File: config.mk
export PLATFORM = sky130hd
export DESIGN_NAME = awg_user_top
export DESIGN_NICKNAME = d
export VERILOG_FILES = /design/src/rtl/awg_user_top.sv
export SDC_FILE = /design/constraint.sdc
export NUM_CORES = 1
export LEC_CHECK = 0
export BUFFER_PORTS_ARGS = -buffer_cell sky130_fd_sc_hd__buf_4
export CAP_MARGIN = 20
export CORE_AREA = 2 2 242 244
export DETAILED_ROUTE_END_ITERATION = 6
export DIE_AREA = 0 0 244 246
export GPL_ROUTABILITY_DRIVEN = 1
export MAX_ROUTING_LAYER = met4
export PLACE_DENSITY = 0.4
export SETUP_SLACK_MARGIN = 0.05
export SLEW_MARGIN = 10
export SYNTH_ARGS = -nofsm -noshare
export SYNTH_HDL_FRONTEND = slang
export SYNTH_SLANG_ARGS = --single-unit
File: constraint.sdc
create_clock -name DAC_CLK -period 3.8 [get_ports DAC_CLK]
set_input_delay 0.57 -clock DAC_CLK [delete_from_list [all_inputs] [get_ports DAC_CLK]]
set_output_delay 0.57 -clock DAC_CLK [all_outputs]
set_load 0.005 [all_outputs]
File: src/rtl/awg_user_top.sv
// AWG pulse-train generator: LMFC-aligned valid/zero pattern on four DAC lanes.
// Ports: DAC_CLK, i_rst (sync, active-low), DAC_READY/LMFC, trigger/stop, amps, durations, DAC_DATA0..3.
module awg_user_top #(
  parameter int          SAMPLE_W = 16,
  parameter int          SPC      = 8,
  parameter logic [15:0] IDLE_VAL = 16'h0000
) (
  input  logic                    DAC_CLK,
  input  logic                    i_rst,
  input  logic                    DAC_READY,
  input  logic                    DAC_LMFC,
  input  logic                    i_trigger,
  input  logic                    i_stop,
  input  logic [SAMPLE_W-1:0]     i_valid_amp,
  input  logic [SAMPLE_W-1:0]     i_zero_amp,
  input  logic [31:0]             i_data_duration,
  input  logic [31:0]             i_zero_duration,
  output logic [SAMPLE_W*SPC-1:0] DAC_DATA0,
  output logic [SAMPLE_W*SPC-1:0] DAC_DATA1,
  output logic [SAMPLE_W*SPC-1:0] DAC_DATA2,
  output logic [SAMPLE_W*SPC-1:0] DAC_DATA3
);

  typedef enum logic [1:0] {
    IDLE = 2'd0,
    ARM  = 2'd1,
    DATA = 2'd2,
    ZERO = 2'd3
  } state_e;

  state_e state_q, state_d;

  logic [31:0] cnt_q, cnt_d;
  logic [31:0] dlen_q, dlen_d;
  logic [31:0] zlen_q, zlen_d;
  logic [SAMPLE_W-1:0] vamp_q, vamp_d;
  logic [SAMPLE_W-1:0] zamp_q, zamp_d;
  logic [SAMPLE_W-1:0] out_q, out_d;
  logic trig_q;

  logic trig_edge;
  logic halt;

  assign trig_edge = i_trigger & ~trig_q;
  assign halt      = i_stop | ~DAC_READY;

  always_comb begin
    state_d = state_q;
    cnt_d   = cnt_q;
    dlen_d  = dlen_q;
    zlen_d  = zlen_q;
    vamp_d  = vamp_q;
    zamp_d  = zamp_q;
    out_d   = IDLE_VAL[SAMPLE_W-1:0];

    unique case (state_q)
      IDLE: begin
        if (trig_edge & ~halt) begin
          state_d = ARM;
          vamp_d  = i_valid_amp;
          zamp_d  = i_zero_amp;
          // Lengths kept as length-1; zero clamps to one clock.
          dlen_d  = (i_data_duration == 32'd0) ?
                    32'd0 : i_data_duration - 32'd1;
          zlen_d  = (i_zero_duration == 32'd0) ?
                    32'd0 : i_zero_duration - 32'd1;
        end
      end
      ARM: begin
        if (halt) begin
          state_d = IDLE;
        end else if (DAC_LMFC) begin
          state_d = DATA;
          cnt_d   = dlen_q;
        end
      end
      DATA: begin
        if (halt) begin
          state_d = IDLE;
        end else if (cnt_q == 32'd0) begin
          state_d = ZERO;
          cnt_d   = zlen_q;
        end else begin
          cnt_d   = cnt_q - 32'd1;
        end
      end
      ZERO: begin
        if (halt) begin
          state_d = IDLE;
        end else if (cnt_q == 32'd0) begin
          state_d = DATA;
          cnt_d   = dlen_q;
        end else begin
          cnt_d   = cnt_q - 32'd1;
        end
      end
      default: state_d = IDLE;
    endcase

    // Output register tracks the state being entered on this edge.
    unique case (1'b1)
      (state_d == DATA): out_d = vamp_q;
      (state_d == ZERO): out_d = zamp_q;
      default:           out_d = IDLE_VAL[SAMPLE_W-1:0];
    endcase
  end

  always_ff @(posedge DAC_CLK) begin
    if (!i_rst) begin
      state_q <= IDLE;
      cnt_q   <= '0;
      dlen_q  <= '0;
      zlen_q  <= '0;
      vamp_q  <= '0;
      zamp_q  <= '0;
      out_q   <= IDLE_VAL[SAMPLE_W-1:0];
      trig_q  <= 1'b0;
    end else begin
      state_q <= state_d;
      cnt_q   <= cnt_d;
      dlen_q  <= dlen_d;
      zlen_q  <= zlen_d;
      vamp_q  <= vamp_d;
      zamp_q  <= zamp_d;
      out_q   <= out_d;
      trig_q  <= i_trigger;
    end
  end

  assign DAC_DATA0 = {SPC{out_q}};
  assign DAC_DATA1 = {SPC{out_q}};
  assign DAC_DATA2 = {SPC{out_q}};
  assign DAC_DATA3 = {SPC{out_q}};

endmodule

[Yosys cells after proc, flatten, opt, wreduce, memory -nomap -nowiden]
Cells that the tools add are included.
Storage, ports and cells
  ROM bits: 0
  logic and storage cells: 51
  memories kept: 0
  latch bits: 0
  bits of input ports: 102
  RAM bits: 0
  register bits after elaboration: 147
Operators by class
  add/subtract/negate cells: 3
  shift operators: 0
  order comparisons: 0
  div/mod/pow operators: 0
  bitwise logic cells: 6
  multiply operators: 0
  equal/unequal tests: 9
  reduce and logical (&&, ||, !) cells: 7
  mux-type cells: 18
Operators with widths (number)
  32-bit 2-to-1 mux: 8
  32-bit logical NOT: 3
  32-bit case mux with 3 select lines: 1
  32-bit by 1-bit subtractor with 32-bit output, second input constant: 3
  16-bit case mux with 2 select lines: 1
  2-bit 2-to-1 mux: 7
  2-bit equality test, second input constant: 4
  2-bit != test, second input constant: 4
  2-bit case mux with 4 select lines: 1
  5-bit AND reduction: 1
  1-bit NOT: 3
  3-bit nonzero test: 1
  1-bit AND: 2
  2-bit by 1-bit equality test with 1-bit output, second input constant: 1
  2-bit logical NOT: 1
  2-bit AND reduction: 1
  1-bit OR: 1

[Longest topological paths before layout]
  word-level depth: 8
  mapped depth: 10

[Worst setup path before layout]
Ideal clock, no wire load.
  path type: register to register
  start: reg cnt_q[0]
  end: reg cnt_q[30]
  stages on the path, launching flop included: 10
  data required time: 3.659 ns
  setup time: 0.141 ns
  clock period less this slack: 2.757 ns
  path slack: 1.043 ns
  arrival: 2.616 ns
  path through: dfxtp_1 -> inv_1 -> ha_1 -> or3b_2 -> or4_1 -> buf_6 -> or4_4 -> nor3_2 -> a311o_1 -> a211oi_2
On the way
  cells in the longest elaborated chain, start to end: 4
  elaborated cells between the ends (all ways): 7
  those cells by class: add/sub: 1; mux: 5; reduce/logical: 1
Ends and longest elaborated chain
  start, declared: line 33  | logic [31:0] cnt_q, cnt_d;
  start signal, assigned: line 120  | cnt_q <= cnt_d;
  32-bit by 1-bit subtractor with 32-bit output or 32-bit logical NOT (tied branches)
  32-bit 2-to-1 mux (on tied branches): line 90, 80
  32-bit 2-to-1 mux (on tied branches): line 88, 78
  32-bit case mux with 3 select lines (*): line 56  | unique case (state_q)
Mark *: on every way between the ends. The rest lies on a longest branch, timed or not. The select of a mux whose other input is x is not followed.
A chain may end at the register's enable or synchronous reset.

[Worst setup path in the final report]
  start: reg cnt_q[0]
  end: reg cnt_q[21]
Same word-level chain as after synthesis.

==> flow_summary.ini <==
[global_routing]
grt_pass1_wl_um = 55860
grt_max_degree = 58
antenna_found_initial = 1
grt-ovfl-total = 0
grtUsageTotal = 0.1246
grt_pass1_vias = 8827

[timing]
setup_viol = 0
tightest_slew_ns = 1.021
finalClockSkew_ns = 0.01273
worst_slack_ns = 0.3926
maxSlewViolCount = 0
fin_crit_ns = 3.407
post-route-period-util = 0.8967
rsz0062_at_grt = false
hold_viol_final = 0
setup_tns_ns = 0
fmax_ghz = 0.2935
slew_headroom = 0.3186

[critical_path]
reg2reg_from = cnt_q[0]$_SDFFE_PN0P_
worst_r2r_path_depth = 8
arrival_ns = 3.74
worst-setup-path-type = flip-flop to flip-flop
end_kind = flip-flop
cp-start-kind = flip-flop
critPathMaxFanout = 16
crit_required_ns = 4.14
timing.rr.end = cnt_q[21]$_SDFFE_PN0P_
rrSetupSlack_ns = 0.39

[place]
portBuffers = 613
dp_hpwl_um = 30150
routabilityCongestion = 0.8135
pre_cts_ws_ns = 0.4466

[clock_tree]
cts_tree = built
clockBufferDepth = 2
htreeDepth = 4
cts_resized = 0
path_clk_slew_ns = 0.07
cts-buffers-inserted = 17
ctsHoldBuffers = 0
post_cts_buffers = 0
cts_root_buffer = clkbuf_16
clk_latency_ns = 0.44
clock_sinks = 147

[power]
seq_power_share = 0.411
swShare = 0.3007
switching_power_w = 0.001183
total_leakage_power_nw = 6.153
power_w = 0.003934
powerDensity_nw_per_um2 = 282.5
p_int_w = 0.002751
comb_power_share = 0.160
clkPwrFrac = 0.429
peakVddDrop_uv = 283.1

[route]
post_drt_wl_per_cell_um = 16.58
via_count = 9610
drc = 0
drt_wl_total_um = 39200
drt_first_pass_iters = 5
ant_nets = 0
drtIter0Drc = 444
vias_per_cell = 4.065

[layout]
nets = 1696
final_util = 0.2427
area_delta_synth_final_pct = 22.02
diodes = 0
layout-drive-gt1-share = 0.4403

[run_status]
run_status = completed

[worst_hold_path]
hold_class = input port to flip-flop
min_from = i_trigger
holdPathEnd = trig_q$_SDFF_PN0_
holdPathStages = 2

[die]
die_h_um = 246
die_x_um = 244
row_count = 88
start_util = 0.1989
core_area_sq_um = 57370
dieArea_sq_um = 60020
io_pins = 614

[synthesis]
yosys.area.top_type = buf_4
yosysTopAreaCellShare = 0.3277
postSynthCellCount = 1471
synth_ff_type = dfxtp_1
yosysSeqAreaShare = 0.2579
synth-edff-count = 0
synth.avg_cell_area_sq_um = 7.756
ys_warn_count = 0
syn-num-nets = 1581
synth_top_cells_by_area = buf_4 33%, dfxtp_1 26%, nand2_1 6.0%, o21ai_0 4.4%, a21boi_0 2.5%
syn_area_sq_um = 11410
synthArstFlopShare = 0
ys_seq_elements = 147
synth_cell_type_count = 67

[job]
maxCapViolCount = 0
worst max path at each step:
stage                                      from                endpoint  slack [ns]  depth (start not counted)
after floorplan           cnt_q[0]$_SDFFE_PN0P_  cnt_q[30]$_SDFFE_PN0P_        1.04                          9
final                     cnt_q[0]$_SDFFE_PN0P_  cnt_q[21]$_SDFFE_PN0P_        0.39                          8
after CTS                 cnt_q[0]$_SDFFE_PN0P_  cnt_q[21]$_SDFFE_PN0P_        0.43                          8
after global placement    cnt_q[0]$_SDFFE_PN0P_  cnt_q[21]$_SDFFE_PN0P_        0.50                          8
after detailed placement  cnt_q[0]$_SDFFE_PN0P_  cnt_q[21]$_SDFFE_PN0P_        0.45                          8
after global routing      cnt_q[0]$_SDFFE_PN0P_  cnt_q[21]$_SDFFE_PN0P_        0.21                          8
power by group through the flow:
stage                     clock network [W]  registers (W)  logic [W]
final                               0.00169        0.00162   0.000630
after global routing                0.00181        0.00162   0.000693
after CTS                           0.00175        0.00162   0.000634
after detailed placement                  0        0.00165   0.000632
after global placement                    0        0.00165   0.000628
after floorplan                           0        0.00163   0.000375
cell usage in the layout (no fill, tap or decap), types with 11 or more instances in the layout:
| cell | n |
|---|---|
| clkbuf_16 | 17 |
| nand2_1 | 183 |
| nor4_1 | 29 |
| or3_1 | 13 |
| or4_1 | 16 |
| xor2_1 | 25 |
| a21oi_1 | 27 |
| o21ai_0 | 100 |
| a21boi_0 | 38 |
| mux2i_1 | 18 |
| a31oi_1 | 11 |
| inv_1 | 15 |
| buf_4 | 644 |
| nor2_1 | 65 |
| nor3_1 | 37 |
| xnor2_1 | 31 |
| nand3_1 | 36 |
| dfxtp_1 | 143 |
worst max-delay path: stages, from the launching register on:
cell	delay (ns)
dfxtp_1	0.34
inv_1	0.09
ha_1	0.20
or3b_2	0.51
or4_1	0.77
o31ai_4	0.81
nor4_1	0.11
a221o_1	0.29
a32o_1	0.19
cells in the mapped netlist (25+ instances only):
master	n
a21boi_0	38
a21oi_1	27
buf_4	498
clkbuf_1	48
dfxtp_1	147
nand2_1	183
nand3_1	36
nor2_1	65
nor3_1	37
nor4_1	29
o21ai_0	100
xnor2_1	31
xor2_1	25
per-layer routing:
metal  routed length (um)  track usage  up-vias
met5                    0            -        -
met4                 1266      0.05093        0
met3                 1900      0.01993       39
met2                20090       0.2142      343
met1                15940       0.1443     4487
li1                     -            -     4741
state kept, by name, summed over array words and instances, names as in the netlist:
| signal | flops |
|---|---|
| zlen_q | 32 |
| out_q | 16 |
| zamp_q | 16 |
| dlen_q | 32 |
| state_q | 2 |
| vamp_q | 16 |
| trig_q | 1 |
| cnt_q | 32 |
through the flow:
stage	instances	hold slack [ns]	area [sq um]
after global placement	2326	0.4430	13230
after global routing	2364	0.3343	13920
after CTS	2360	0.3156	13850
final	2364	0.3399	13920
after floorplan	1471	0.4247	11410
after detailed placement	2328	0.4457	13270
cell type report:
class                      instances  area (sq um)
fill                            6293         43440
timing repair buffer             650          4950
multi-input combinational        755          4436
sequential                       147          2948
tap                              765         957.2
clock buffer                      17         425.4
clock inverter                    15         150.1
inverter                          15         56.30
kinds of logic after synthesis:
| group | count (synthesis) | synth area share |
|---|---|---|
| buffers and inverters | 569 | 0.3534 |
| AND/OR/NAND/NOR | 426 | 0.1795 |
| AO/OA/AOI/OAI | 246 | 0.1406 |
| flip-flops | 147 | 0.2579 |
| XOR/XNOR | 56 | 0.04299 |
| multiplexers | 19 | 0.01678 |
| adder cells (fa/ha/maj) | 8 | 0.008773 |
Note: power is estimated with default switching activity, not from simulation.
